## config.mk

```make
export PLATFORM = sky130hd
export DESIGN_NAME = xadc_drp_responder
export DESIGN_NICKNAME = d
export VERILOG_FILES = /design/src/rtl/xadc_drp_responder.sv
export SDC_FILE = /design/constraint.sdc
export NUM_CORES = 1
export LEC_CHECK = 0
export CAP_MARGIN = 20
export CORE_ASPECT_RATIO = 1.1
export CORE_MARGIN = 2
export CORE_UTILIZATION = 48
export CTS_BUF_LIST = sky130_fd_sc_hd__clkbuf_4
export DETAILED_ROUTE_END_ITERATION = 16
export GPL_ROUTABILITY_DRIVEN = 0
export GPL_TIMING_DRIVEN = 0
export PLACE_DENSITY = 0.73
export SLEW_MARGIN = 10
export SYNTH_ARGS = -nofsm -noshare
export SYNTH_HDL_FRONTEND = slang
export SYNTH_SLANG_ARGS = --single-unit
```

## constraint.sdc

```tcl
create_clock -name clk -period 1.9 [get_ports clk]
set_clock_uncertainty 0.15 [all_clocks]
set_input_delay 0.285 -clock clk [delete_from_list [all_inputs] [get_ports clk]]
set_output_delay 0.285 -clock clk [all_outputs]
set_load 0.005 [all_outputs]
```

## src/rtl/xadc_drp_responder.sv

```systemverilog
// xadc_drp_responder: behavioural stand-in for the XADC DRP port and a
// two-channel (VAUX0/VAUX1) conversion sequencer. Test samples are captured
// left-justified on a fixed cadence, and DRP reads/writes are answered with a
// one-cycle drdy pulse after a fixed latency.
module xadc_drp_responder #(
    parameter int         CONV_CYCLES = 26,
    parameter int         DRP_LATENCY = 4,
    parameter logic [6:0] CH0_ADDR    = 7'h10,
    parameter logic [6:0] CH1_ADDR    = 7'h11,
    parameter logic [6:0] CFG_ADDR    = 7'h41
) (
    input  logic        clk,
    input  logic        clr_n,
    input  logic [11:0] sample_a0,
    input  logic [11:0] sample_a1,
    input  logic        den_in,
    input  logic [6:0]  daddr_in,
    input  logic        dwe_in,
    input  logic [15:0] di_in,
    output logic [15:0] do_out,
    output logic        drdy_out,
    output logic        eoc_out,
    output logic        eos_out,
    output logic [4:0]  channel_out,
    output logic        busy_out,
    output logic        proto_err_out
);

    localparam int            CW       = $clog2(CONV_CYCLES);
    localparam logic [CW-1:0] CNT_LAST = CW'(CONV_CYCLES - 1);
    localparam logic [CW-1:0] CNT_ONE  = CW'(1);
    localparam logic [3:0]    LAT_LOAD = 4'(DRP_LATENCY - 1);

    typedef enum logic [1:0] {
        ST_IDLE = 2'd0,
        ST_WAIT = 2'd1,
        ST_RESP = 2'd2
    } drp_state_t;

    // Sequencer state
    logic [CW-1:0] cnt_r;
    logic          cur_r;          // 0 = CH0 (switch), 1 = CH1 (feed)
    logic [15:0]   result0_r;
    logic [15:0]   result1_r;
    logic [15:0]   cfg_r;
    logic          eoc_r;
    logic          eos_r;
    logic [4:0]    channel_r;
    logic          busy_r;

    // DRP state
    drp_state_t    state_r;
    drp_state_t    state_s;
    logic [3:0]    lat_r;
    logic [6:0]    addr_r;
    logic          we_r;
    logic [15:0]   di_r;
    logic [15:0]   do_r;
    logic          drdy_r;
    logic          perr_r;

    // Response-edge controls (comb)
    logic          resp_go_s;
    logic [6:0]    req_addr_s;
    logic          req_we_s;
    logic [15:0]   req_di_s;
    logic [15:0]   rd_data_s;

    // Conversion cadence: count, capture sample, pulse eoc/eos, toggle channel
    always_ff @(posedge clk or negedge clr_n) begin
        if (!clr_n) begin
            cnt_r     <= '0;
            cur_r     <= 1'b0;
            result0_r <= 16'h0000;
            result1_r <= 16'h0000;
            eoc_r     <= 1'b0;
            eos_r     <= 1'b0;
            channel_r <= 5'h00;
            busy_r    <= 1'b0;
        end else begin
            // busy drops while paused and for the cycle right after an eoc
            busy_r <= ~cfg_r[0] & ~eoc_r;
            if (cfg_r[0]) begin
                eoc_r <= 1'b0;
                eos_r <= 1'b0;
            end else if (cnt_r == CNT_LAST) begin
                cnt_r     <= '0;
                cur_r     <= ~cur_r;
                eoc_r     <= 1'b1;
                eos_r     <= cur_r;
                channel_r <= cur_r ? CH1_ADDR[4:0] : CH0_ADDR[4:0];
                if (cur_r) begin
                    result1_r <= {sample_a1, 4'b0000};
                end else begin
                    result0_r <= {sample_a0, 4'b0000};
                end
            end else begin
                cnt_r <= cnt_r + CNT_ONE;
                eoc_r <= 1'b0;
                eos_r <= 1'b0;
            end
        end
    end

    // DRP FSM state register
    always_ff @(posedge clk or negedge clr_n) begin
        if (!clr_n) begin
            state_r <= ST_IDLE;
        end else begin
            state_r <= state_s;
        end
    end

    // DRP FSM next-state logic
    always_comb begin
        state_s = state_r;
        case (state_r)
            ST_IDLE: begin
                if (den_in) begin
                    state_s = (DRP_LATENCY == 1) ? ST_RESP : ST_WAIT;
                end else begin
                    state_s = ST_IDLE;
                end
            end
            ST_WAIT: begin
                if (lat_r <= 4'd1) begin
                    state_s = ST_RESP;
                end else begin
                    state_s = ST_WAIT;
                end
            end
            ST_RESP: state_s = ST_IDLE;
            default: state_s = ST_IDLE;
        endcase
    end

    // DRP FSM outputs: response strobe and read-data selection
    always_comb begin
        resp_go_s = (state_s == ST_RESP);
        // single-cycle latency responds straight from the incoming request
        if (state_r == ST_IDLE) begin
            req_addr_s = daddr_in;
            req_we_s   = dwe_in;
            req_di_s   = di_in;
        end else begin
            req_addr_s = addr_r;
            req_we_s   = we_r;
            req_di_s   = di_r;
        end
        if (req_addr_s == CH0_ADDR) begin
            rd_data_s = result0_r;
        end else if (req_addr_s == CH1_ADDR) begin
            rd_data_s = result1_r;
        end else if (req_addr_s == CFG_ADDR) begin
            rd_data_s = cfg_r;
        end else begin
            rd_data_s = 16'h0000;
        end
    end

    // Request capture and latency countdown
    always_ff @(posedge clk or negedge clr_n) begin
        if (!clr_n) begin
            lat_r  <= 4'd0;
            addr_r <= 7'h00;
            we_r   <= 1'b0;
            di_r   <= 16'h0000;
        end else if ((state_r == ST_IDLE) && den_in) begin
            lat_r  <= LAT_LOAD;
            addr_r <= daddr_in;
            we_r   <= dwe_in;
            di_r   <= di_in;
        end else if (state_r == ST_WAIT) begin
            lat_r <= lat_r - 4'd1;
        end else begin
            lat_r <= lat_r;
        end
    end

    // Response edge: drdy, read data, config write, sticky protocol error
    always_ff @(posedge clk or negedge clr_n) begin
        if (!clr_n) begin
            drdy_r <= 1'b0;
            do_r   <= 16'h0000;
            cfg_r  <= 16'h0000;
            perr_r <= 1'b0;
        end else begin
            drdy_r <= resp_go_s;
            if (resp_go_s && !req_we_s) begin
                do_r <= rd_data_s;
            end else if (resp_go_s && (req_addr_s == CFG_ADDR)) begin
                cfg_r <= req_di_s;
            end else begin
                do_r <= do_r;
            end
            if (den_in && (state_r != ST_IDLE)) begin
                perr_r <= 1'b1;
            end else begin
                perr_r <= perr_r;
            end
        end
    end

    assign do_out        = do_r;
    assign drdy_out      = drdy_r;
    assign eoc_out       = eoc_r;
    assign eos_out       = eos_r;
    assign channel_out   = channel_r;
    assign busy_out      = busy_r;
    assign proto_err_out = perr_r;

endmodule

```

==> reports/metrics.yaml <==
fillCellCount: 674
worstSetupPathType: "reg -> reg"
synth_top_cell_area_share: 0.579
dpl.cell_count: 543
status: "finished, violations left"
core_um2: 8780
nets: 518
grt_max_degree: 55
synth_edf_count: 0
ys_async_sr_fraction: 1.00
synth_warnings: 0
tritoncts: "yes"
syn-mean-instance-area_um2: 12.1
fmax_ghz: 0.512
num_vias: 3023
yosysMostFrequentCell: "dfrtp_1"
numCtsBuffers: 9
final_cells: 582
synth_common_cells: "dfrtp_1, mux2_2, nand2_1"
setup_viol_count_final: 18
seq_area_frac_synth: 0.579
fin_crit_ns: 1.95
p_total_mw: 7.31
dp_hpwl_mm: 6.39
setup_ws_ns: -0.0527
routed_wirelength_mm: 9.05
power_leakage_nw: 2.53
grt.overflow.total: 0
ant_nets: 0
violations: "setup timing"
cp_max_fo: 10
slowest_delay_ns: 0.41
grt_antenna_before_repair: 0
synth_top_family_by_area: "multiplexers"
synth_compound_area_frac: 0.0939
cp.arrival_ns: 2.15
dieHeight_um: 103
first_iter_violations: 108
hp-class: "in -> async"
final_area_um2: 5840
vias_per_cell: 5.19
slowest_stage: "or3_4"
cts-root-buf: "clkbuf_4"
die_x_um: 94.0
io_pins: 77
slew_violations: 0
synthTopCellsByArea: "dfrtp_1, mux2_2, mux2i_1"
num_rows: 36
drv_cap: 0
cts-htree-levels: 3
power.density_nw_per_um2: 1250
grt_pass1_wl_mm: 14.4
diodes: 0
synthFlopType: "dfrtp_1"
required_ns: 2.09
cp_cell_sequence: "or3_4 > nor3b_4 > buf_4 > o2111ai_4 > clkbuf_8 > nand2_1 > o21ai_0"
clk_pin_slew_ns: 0.13
final_layout_size_suffix_gt1_frac: 0.318
tightest_slew_ns: 0.694
critPathCaptureType: "flip-flop"
clkLatencyLatePin_ns: 0.45
slew_headroom: 0.537
yosys.area_share.simple: 0.0901
port_buffers: 73
drc_errors: 0
synth.mux.area_fraction: 0.169
drt_first_pass_iters: 4
synth_cells: 353
synth-seq-cells: 99
synth_fa_ha_area_frac: 0.0117
routedWlPerCell_um: 15.5
grt_pass1_vias: 3049
yosys.area_share.xor_xnor: 0.0123
syn_area_um2: 4280
ir_drop_mv: 0.488
place_area_um2: 5190
die_area_um2: 9680
areaGrowthSynthToFinish_pct: 36.5
cts_sinks: 99
initial_core_util: 0.487
rsz0062_at_grt: "true"
yosys.area.top_type: "dfrtp_1"
grt_use_total: 0.196
clock_path_buffers: 2
yosysUniqueCellTypes: 42
finalHoldViolCount: 0
timing.final.crit_share: 1.03
worstSetupStartpointType: "flip-flop"
-- cells by family (layout without fill, tap and decap cells) --
group                    Yosys count  after routing
AO/OA/AOI/OAI                     60             60
XOR/XNOR                           6              6
adder cells (fa/ha/maj)            4              4
buffers and inverters             40            153
flip-flops                        99             99
multiplexers                      66             66
other                              1              3
AND/OR/NAND/NOR                   77             77
-- layer usage --
metal | routed length, um | up-vias | GRT usage
met2 | 4500 | 61 | 0.326
met5 | 0 | - | 0
li1 | - | 1459 | -
met4 | 212 | 0 | 0.0992
met3 | 290 | 15 | 0.0417
met1 | 4040 | 1488 | 0.245
-- final cells by class --
class / instances / area (um2) / area share
plain buffers: 20 / 215 / 0.0369
clock buffers: 10 / 75.1 / 0.0129
clock inverters: 6 / 32.5 / 0.00557
inverters: 19 / 71.3 / 0.0122
multi-input cells: 216 / 1860 / 0.318
flip-flops and latches: 99 / 2480 / 0.425
well taps: 114 / 143 / 0.0244
repair buffers: 98 / 966 / 0.165
-- report_power, final --
group | internal [mW] | leakage, nW | switching, mW
logic | 1.77 | 1.25 | 1.32
clock network | 0.272 | 0.0589 | 0.662
registers | 2.83 | 1.23 | 0.454
total | 4.87 | 2.53 | 2.44
-- worst max-delay path: cells and delay by family (launching register included) --
kind	cells	cell delay (ns)
buffers and inverters	2	0.36
flip-flops	1	0.40
AND/OR/NAND/NOR	3	0.72
AO/OA/AOI/OAI	2	0.22
-- stage by stage --
stage | hold WS [ns] | util | setup slack, ns | TNS, ns
after floorplan | -0.161 | - | 0.0229 | 0
final | 0.275 | 0.665 | -0.0527 | -0.637
after CTS | 0.261 | 0.655 | -0.0424 | -0.438
after global routing | 0.257 | 0.665 | -0.156 | -2.90
after detailed placement | 0.228 | 0.590 | -0.549 | -19.38
after global placement | 0.261 | 0.588 | -3.22 | -335.56
-- worst paths after layout --
check	startpoint	endpoint	slack, ns	depth (start not counted)
setup / recovery	addr_r[2]	cfg_r[10]	-0.05	7
setup reg to reg	addr_r[2]	cfg_r[10]	-0.05	7
min in group clk	eoc_out	busy_out	0.28	1
hold / removal	clr_n	di_r[5]	0.27	2
hold reg to reg	eoc_out	busy_out	0.27	1
max in group asynchronous	clr_n	result1_r[13]	0.68	3
-- flip-flops by register name, summed over array words and instances (netlist names), 2 cells and up --
signal / count
result1_r: 12
channel_out: 2
cnt_r: 5
di_r: 16
result0_r: 12
cfg_r: 16
state_r: 2
lat_r: 4
do_out: 16
addr_r: 7
-- what timing repair did --
action | CTS | global route
gates resized for setup | 76 | 23
hold buffers | 1 | 0
pin swaps | 9 | 3
gates cloned | 1 | 0
hold endpoints to repair | 53 | 0
buffers inserted | 18 | 4
setup endpoints to repair | 67 | 66
-- layout by cell type, fill, tap and decap left out, drive strengths merged, types with 2 or more instances in the layout --
cell | netlist | routed
o221ai | 12 | 12
o32ai | 2 | 2
nor2b | 2 | 2
o21ai | 26 | 26
mux2 | 49 | 49
or2 | 2 | 2
clkbuf | 6 | 14
nor4 | 2 | 2
clkinv | 0 | 5
xnor2 | 3 | 3
conb | 1 | 3
nand2b | 7 | 7
mux2i | 17 | 17
xor2 | 3 | 3
nor3 | 3 | 3
o21a | 3 | 3
a21oi | 2 | 2
a22oi | 12 | 12
ha | 4 | 4
buf | 15 | 41
nand3 | 3 | 3
nor2 | 9 | 9
or3 | 2 | 2
clkdlybuf4s50 | 0 | 72
dfrtp | 99 | 99
inv | 19 | 19
nand2 | 41 | 41
Power figures use the tool's default switching activity.
